$ cat config.mk
export PLATFORM = sky130hd
export DESIGN_NAME = reg_file_onehot_wr
export DESIGN_NICKNAME = d
export VERILOG_FILES = /design/src/rtl/mips_pkg.sv /design/src/rtl/reg_file_onehot_wr_onehot_check.sv /design/src/rtl/reg_file_onehot_wr.sv
export SDC_FILE = /design/constraint.sdc
export NUM_CORES = 2
export LEC_CHECK = 0
export BUFFER_PORTS_ARGS = -buffer_cell sky130_fd_sc_hd__buf_2
export CAP_MARGIN = 10
export CORE_MARGIN = 1.5
export CORE_UTILIZATION = 35
export DETAILED_ROUTE_END_ITERATION = 10
export GPL_ROUTABILITY_DRIVEN = 0
export PLACE_DENSITY = 0.51
export SLEW_MARGIN = 10
export SYNTH_ARGS = -nofsm -noshare
export SYNTH_HDL_FRONTEND = slang
export SYNTH_SLANG_ARGS = --single-unit
$ cat constraint.sdc
create_clock -name clk -period 5.2 [get_ports clk]
set_input_delay 0.52 -clock clk [delete_from_list [all_inputs] [get_ports clk]]
set_output_delay 0.52 -clock clk [all_outputs]
set_load 0.01 [all_outputs]
$ cat src/rtl/mips_pkg.sv
`default_nettype none
// ============================================================================
//  Module      : mips_pkg
//  Description : Shared constants and types for the MIPS single-cycle
//                datapath register file and its write-select qualifier.
//  Revision    : 1.0  initial release
// ============================================================================
package mips_pkg;

    localparam int REG_W      = 32;   // architectural register width
    localparam int NUM_REGS   = 32;   // GPR count, equals decoder width
    localparam int REG_ADDR_W = 5;    // log2(NUM_REGS)
    localparam int ZERO_REG   = 0;    // index of the hardwired $zero
    localparam int ERR_CNT_W  = 8;    // width of the malformed-select counter

    typedef logic [REG_W-1:0]    reg_word_t;
    typedef logic [NUM_REGS-1:0] reg_onehot_t;

endpackage : mips_pkg
`default_nettype wire

$ cat src/rtl/reg_file_onehot_wr_onehot_check.sv
`default_nettype none
// ============================================================================
//  Module      : onehot_check
//  Description : Combinational one-hot qualifier for the decoded write select.
//                Reports whether exactly one bit is set and the binary index
//                of that bit.
//  Ports       : i_sel       - N-bit select vector
//                o_is_onehot - 1 when exactly one bit of i_sel is set
//                o_index     - encoded position of the set bit (only
//                              meaningful when o_is_onehot is 1)
//  Revision    : 1.0  initial release
// ============================================================================
module onehot_check
    import mips_pkg::*;
#(
    parameter int N      = NUM_REGS,
    parameter int ADDR_W = REG_ADDR_W
) (
    input  logic [N-1:0]      i_sel,
    output logic              o_is_onehot,
    output logic [ADDR_W-1:0] o_index
);

    logic              w_seen;
    logic              w_multi;
    logic [ADDR_W-1:0] w_index;

    // Single scan: w_seen marks the first set bit, w_multi any further one.
    // OR-ing the indices is exact when only one bit is set; when several are
    // set the index is garbage but o_is_onehot is already low.
    always_comb begin
        w_seen  = 1'b0;
        w_multi = 1'b0;
        w_index = '0;
        for (int i = 0; i < N; i++) begin
            if (i_sel[i]) begin
                if (w_seen) begin
                    w_multi = 1'b1;
                end
                w_seen  = 1'b1;
                w_index = w_index | ADDR_W'(i);
            end
        end
    end

    assign o_is_onehot = w_seen & ~w_multi;
    assign o_index     = w_index;

endmodule : onehot_check
`default_nettype wire

$ cat src/rtl/reg_file_onehot_wr.sv
`default_nettype none
// ============================================================================
//  Module      : reg_file_onehot_wr
//  Description : 32x32 MIPS general-purpose register file. Two combinational
//                read ports, one clocked write port driven by the one-hot
//                output of the write-address decoder. Register 0 reads as
//                zero and is never written. Non-one-hot selects seen while
//                reg_write is high are rejected and recorded in a sticky
//                flag and a saturating counter.
//  Ports       : clk, rst     - clock, synchronous active-high reset
//                reg_write    - write strobe
//                write_sel    - one-hot register select (bit i -> reg i)
//                write_data   - data to write
//                read_addr1/2 - rs / rt read addresses
//                read_data1/2 - combinational read data
//                sel_err      - sticky malformed-select flag
//                err_count    - saturating malformed-write counter
//  Config      : REG_FILE_WRITE_BYPASS_EN - when defined, a qualified write
//                is forwarded to any read port addressing the same register
//                in the same cycle. Undefined: reads see stored state only.
//  Revision    : 1.0  initial release
// ============================================================================
module reg_file_onehot_wr
    import mips_pkg::*;
#(
    parameter int DATA_W   = REG_W,
    parameter int NUM_REGS = mips_pkg::NUM_REGS,
    parameter int ADDR_W   = REG_ADDR_W
) (
    input  logic                 clk,
    input  logic                 rst,
    input  logic                 reg_write,
    input  logic [NUM_REGS-1:0]  write_sel,
    input  logic [DATA_W-1:0]    write_data,
    input  logic [ADDR_W-1:0]    read_addr1,
    input  logic [ADDR_W-1:0]    read_addr2,
    output logic [DATA_W-1:0]    read_data1,
    output logic [DATA_W-1:0]    read_data2,
    output logic                 sel_err,
    output logic [ERR_CNT_W-1:0] err_count
);

    localparam logic [ADDR_W-1:0] c_zero_addr = ADDR_W'(ZERO_REG);

    logic [DATA_W-1:0]    r_regs [NUM_REGS];
    logic                 r_sel_err;
    logic [ERR_CNT_W-1:0] r_err_cnt;

    logic                 w_is_onehot;
    logic [ADDR_W-1:0]    w_wr_idx;
    logic                 w_wr_en;
    logic                 w_bad_sel;
    logic [DATA_W-1:0]    w_rd1;
    logic [DATA_W-1:0]    w_rd2;

    onehot_check #(
        .N      (NUM_REGS),
        .ADDR_W (ADDR_W)
    ) u_onehot_check (
        .i_sel       (write_sel),
        .o_is_onehot (w_is_onehot),
        .o_index     (w_wr_idx)
    );

    // A select of exactly bit 0 is a legal no-op: it is neither a write
    // nor an error.
    assign w_wr_en   = reg_write & w_is_onehot & (w_wr_idx != c_zero_addr);
    assign w_bad_sel = reg_write & ~w_is_onehot;

    always_ff @(posedge clk) begin
        if (rst) begin
            for (int i = 0; i < NUM_REGS; i++) begin
                r_regs[i] <= '0;
            end
            r_sel_err <= 1'b0;
            r_err_cnt <= '0;
        end else begin
            // Register 0 is excluded so it stays at its reset value forever.
            for (int i = ZERO_REG + 1; i < NUM_REGS; i++) begin
                if (w_wr_en && (w_wr_idx == ADDR_W'(i))) begin
                    r_regs[i] <= write_data;
                end
            end
            if (w_bad_sel) begin
                r_sel_err <= 1'b1;
                if (r_err_cnt != '1) begin
                    r_err_cnt <= r_err_cnt + ERR_CNT_W'(1);
                end
            end
        end
    end

    always_comb begin
        w_rd1 = r_regs[read_addr1];
        w_rd2 = r_regs[read_addr2];
        if (read_addr1 == c_zero_addr) begin
            w_rd1 = '0;
        end
        if (read_addr2 == c_zero_addr) begin
            w_rd2 = '0;
        end
`ifdef REG_FILE_WRITE_BYPASS_EN
        // w_wr_en already excludes index 0 and malformed selects.
        if (w_wr_en && (read_addr1 == w_wr_idx)) begin
            w_rd1 = write_data;
        end
        if (w_wr_en && (read_addr2 == w_wr_idx)) begin
            w_rd2 = write_data;
        end
`else
`endif
    end

    assign read_data1 = w_rd1;
    assign read_data2 = w_rd2;
    assign sel_err    = r_sel_err;
    assign err_count  = r_err_cnt;

endmodule : reg_file_onehot_wr
`default_nettype wire

==> results.toml <==
[outcome]
status = "finished clean"

[synthesis]
synth-edff-count = 992
ys_top_cells_by_count = "992 x edfxtp_1, 576 x mux4_2, 567 x nor2_1"
synthDistinctLibCells = 49
synth_top_area_cell = "edfxtp_1"
ys_ff_latch = 1001
synth_top_cell_area_share = 0.600
syn_area_sq_mm = 0.0496
synth_cells = 2860
avgSynthCellArea_sq_um = 17.4
ys_seq_area_frac = 0.604
yosysWarningCount = 0
ys_async_sr_fraction = 0
syn_nets = 2938
synth_area_leaders = "edfxtp_1 60%, mux4_2 26%, nor2_1 4.3%"
synth_most_common_cell = "edfxtp_1"
synthFlopType = "edfxtp_1"

[floorplan]
coreArea_sq_mm = 0.141
die_area_sq_mm = 0.144
die_h_um = 380
dieWidth_um = 380
start_util = 0.352
rows = 138
io_pins = 150

[routing]
vias = 29500
first_pass_iters = 5
postRouteAntennaNets = 0
drt_iter0_drc = 3333
viasPerCell = 5.98
wl_mm = 165
drcViolationCount = 0
wl_per_cell_um = 33.5

[sta]
period_share = 0.783
fmax_ghz = 0.245
layout_min_cycle_time_ns = 4.07
maxSlewHeadroom = 0.250
finalSetupTns_ns = 0
setup_viol = 0
finalHoldViolations = 0
max_slew.worst_pin.slew_ns = 1.12
fin_worst_skew_ns = 0.00590
rsz0062_at_grt = "false"
drv_slew = 0

[clock_tree]
cts_tree = "yes"
clk_pin_slew_worst_paths_ns = 0.06
cts_buffer_depth = 3
cts_hold_buf = 0
cts_setup_buffers = 0
htreeDepth = 3
insertion_delay_ns = 0.70
clkSinkCount = 1001
cts_resized = 0
cts_buffers = 104
root_buffer = "clkbuf_16"

[power]
p_comb_frac = 0.131
power_frac_clock = 0.384
seqPwrFrac = 0.485
switching_power_mw = 4.94
ir_drop_v = 0.000273
powerDensity_mw_per_mm2 = 351
swShare = 0.248
leakagePower_nw = 18.5
internal_power_mw = 15.0

[min_path]
hold_class = "input pin to flop"

[grt]
antenna_found_initial = 6
overflow = 0
grtUsageTotal = 0.227
grt_max_degree = 73
grt_pass1_vias = 30700
grt_pass1_wl_mm = 234

[setup_path]
startpoint_type = "input pin"
cp_slowest_cell = "buf_8"
cp-end-kind = "output pin"
crit_buf_inv = 3
path_max_fanout = 72
crit_required_ns = 4.68
rrSetupSlack_ns = 3.34
worstPathArrival_ns = 3.55
critPathTopFamily = "multiplexers"
cp_cell_sequence = "buf_8 -> buf_4 -> mux4_2 -> mux4_2 -> mux2_2 -> buf_2"
criticalPathCategory = "input pin to output pin"
max_stage_delay_ns = 0.62
critPathMostFrequentCell = "mux4_2"

[final_layout]
multi_input_area_sq_mm = 0.0187
final_core_util = 0.402
seq_area_sq_mm = 0.0300
synthToLayoutAreaGrowth_pct = 14.3
nets = 3028
drive_gt1_frac = 0.391
fillers = 12600

[run]
maxCapViolCount = 0

[placement]
port_buffers = 149
post-dp-hpwl_mm = 103
-- flip-flops by register name (all words and copies together) (netlist names) --
| signal | count |
|---|---|
| r_regs | 992 |
| err_count | 8 |
| sel_err | 1 |
-- worst register-to-register path: cells and delay by family (launching register included) --
kind	cells	cell delay, ns
DFF	1	0.36
and+or+nand+nor	4	0.79
muxes	1	0.36
adders and majority gates	1	0.23
-- metrics by stage --
step / total power, mW / hold WS, ns / std cells / worst slack, ns / area (sq um)
2_1_floorplan: 11.3 / 0.533 / 2860 / 0.962 / 49600
3_3_place_gp: 12.4 / 0.515 / 4734 / 1.01 / 53300
3_5_place_dp: 12.4 / 0.539 / 4734 / 0.970 / 53300
4_1_cts: 20.0 / 0.272 / 4924 / 1.10 / 56800
5_1_grt: 20.5 / 0.330 / 4925 / 0.989 / 56800
6_report: 19.9 / 0.329 / 4925 / 1.13 / 56800
-- area by class of cell --
cell class,instances,area share
well taps,1890,0.0417
multi-input cells,1536,0.329
clock inverters,62,0.0116
flip-flops and latches,1001,0.528
inverters,36,0.00238
clock buffers,128,0.0487
diodes,1,0.0000441
repair buffers,271,0.0387
-- metal layers --
| layer | part of all wire | vias up | wire [um] | GRT usage |
|---|---|---|---|---|
| li1 | - | 11800 | - | - |
| met1 | 0.39 | 16000 | 64900 | 0.301 |
| met2 | 0.50 | 1427 | 83000 | 0.383 |
| met3 | 0.069 | 265 | 11400 | 0.0313 |
| met4 | 0.033 | 0 | 5460 | 0.0812 |
| met5 | 0 | - | 0 | 0 |
-- path summary, 6_finish.rpt --
kind / from / endpoint / depth (start not counted)
max reg2reg: err_count[0]$_SDFFE_PP0P_ / err_count[4]$_SDFFE_PP0P_ / 6
min reg2reg: err_count[1]$_SDFFE_PP0P_ / err_count[1]$_SDFFE_PP0P_ / 2
max: read_addr2[0] / read_data2[5] / 6
min: reg_write / err_count[6]$_SDFFE_PP0P_ / 4
-- cell usage in the layout (no fill, tap or decap), drive strengths merged, types with 5 or more instances in the layout --
cell      synthesis  layout
a22o             64      64
o21bai            7       7
a21oi             5       5
nand3            20      20
nor2b             8       8
nand2b           52      52
nand2             8       8
clkbuf          197     128
nor3             13      13
mux4            576     576
nor4             13      13
and3              5       5
bufinv            0      12
clkinv            0      43
buf              90     271
mux2            134     134
edfxtp          992     992
dfxtp             9       9
clkinvlp          0       5
nand4            10      10
inv              36      38
nor2            568     568
-- kinds of logic after synthesis --
group,synth area share
compound gates,0.0166
xor+xnor,0.000176
fa+ha+maj,0.000655
buf+inv,0.0248
flops,0.604
mux,0.292
simple gates,0.0622
-- power by group through the flow --
stage | logic [mW] | clock network [mW] | registers, mW
detailed placement | 2.62 | 0 | 9.82
CTS | 2.63 | 7.75 | 9.66
global placement | 2.61 | 0 | 9.78
global route | 2.70 | 8.04 | 9.72
finish | 2.61 | 7.65 | 9.66
floorplan | 1.59 | 0 | 9.72
Power figures use the tool's default switching activity.
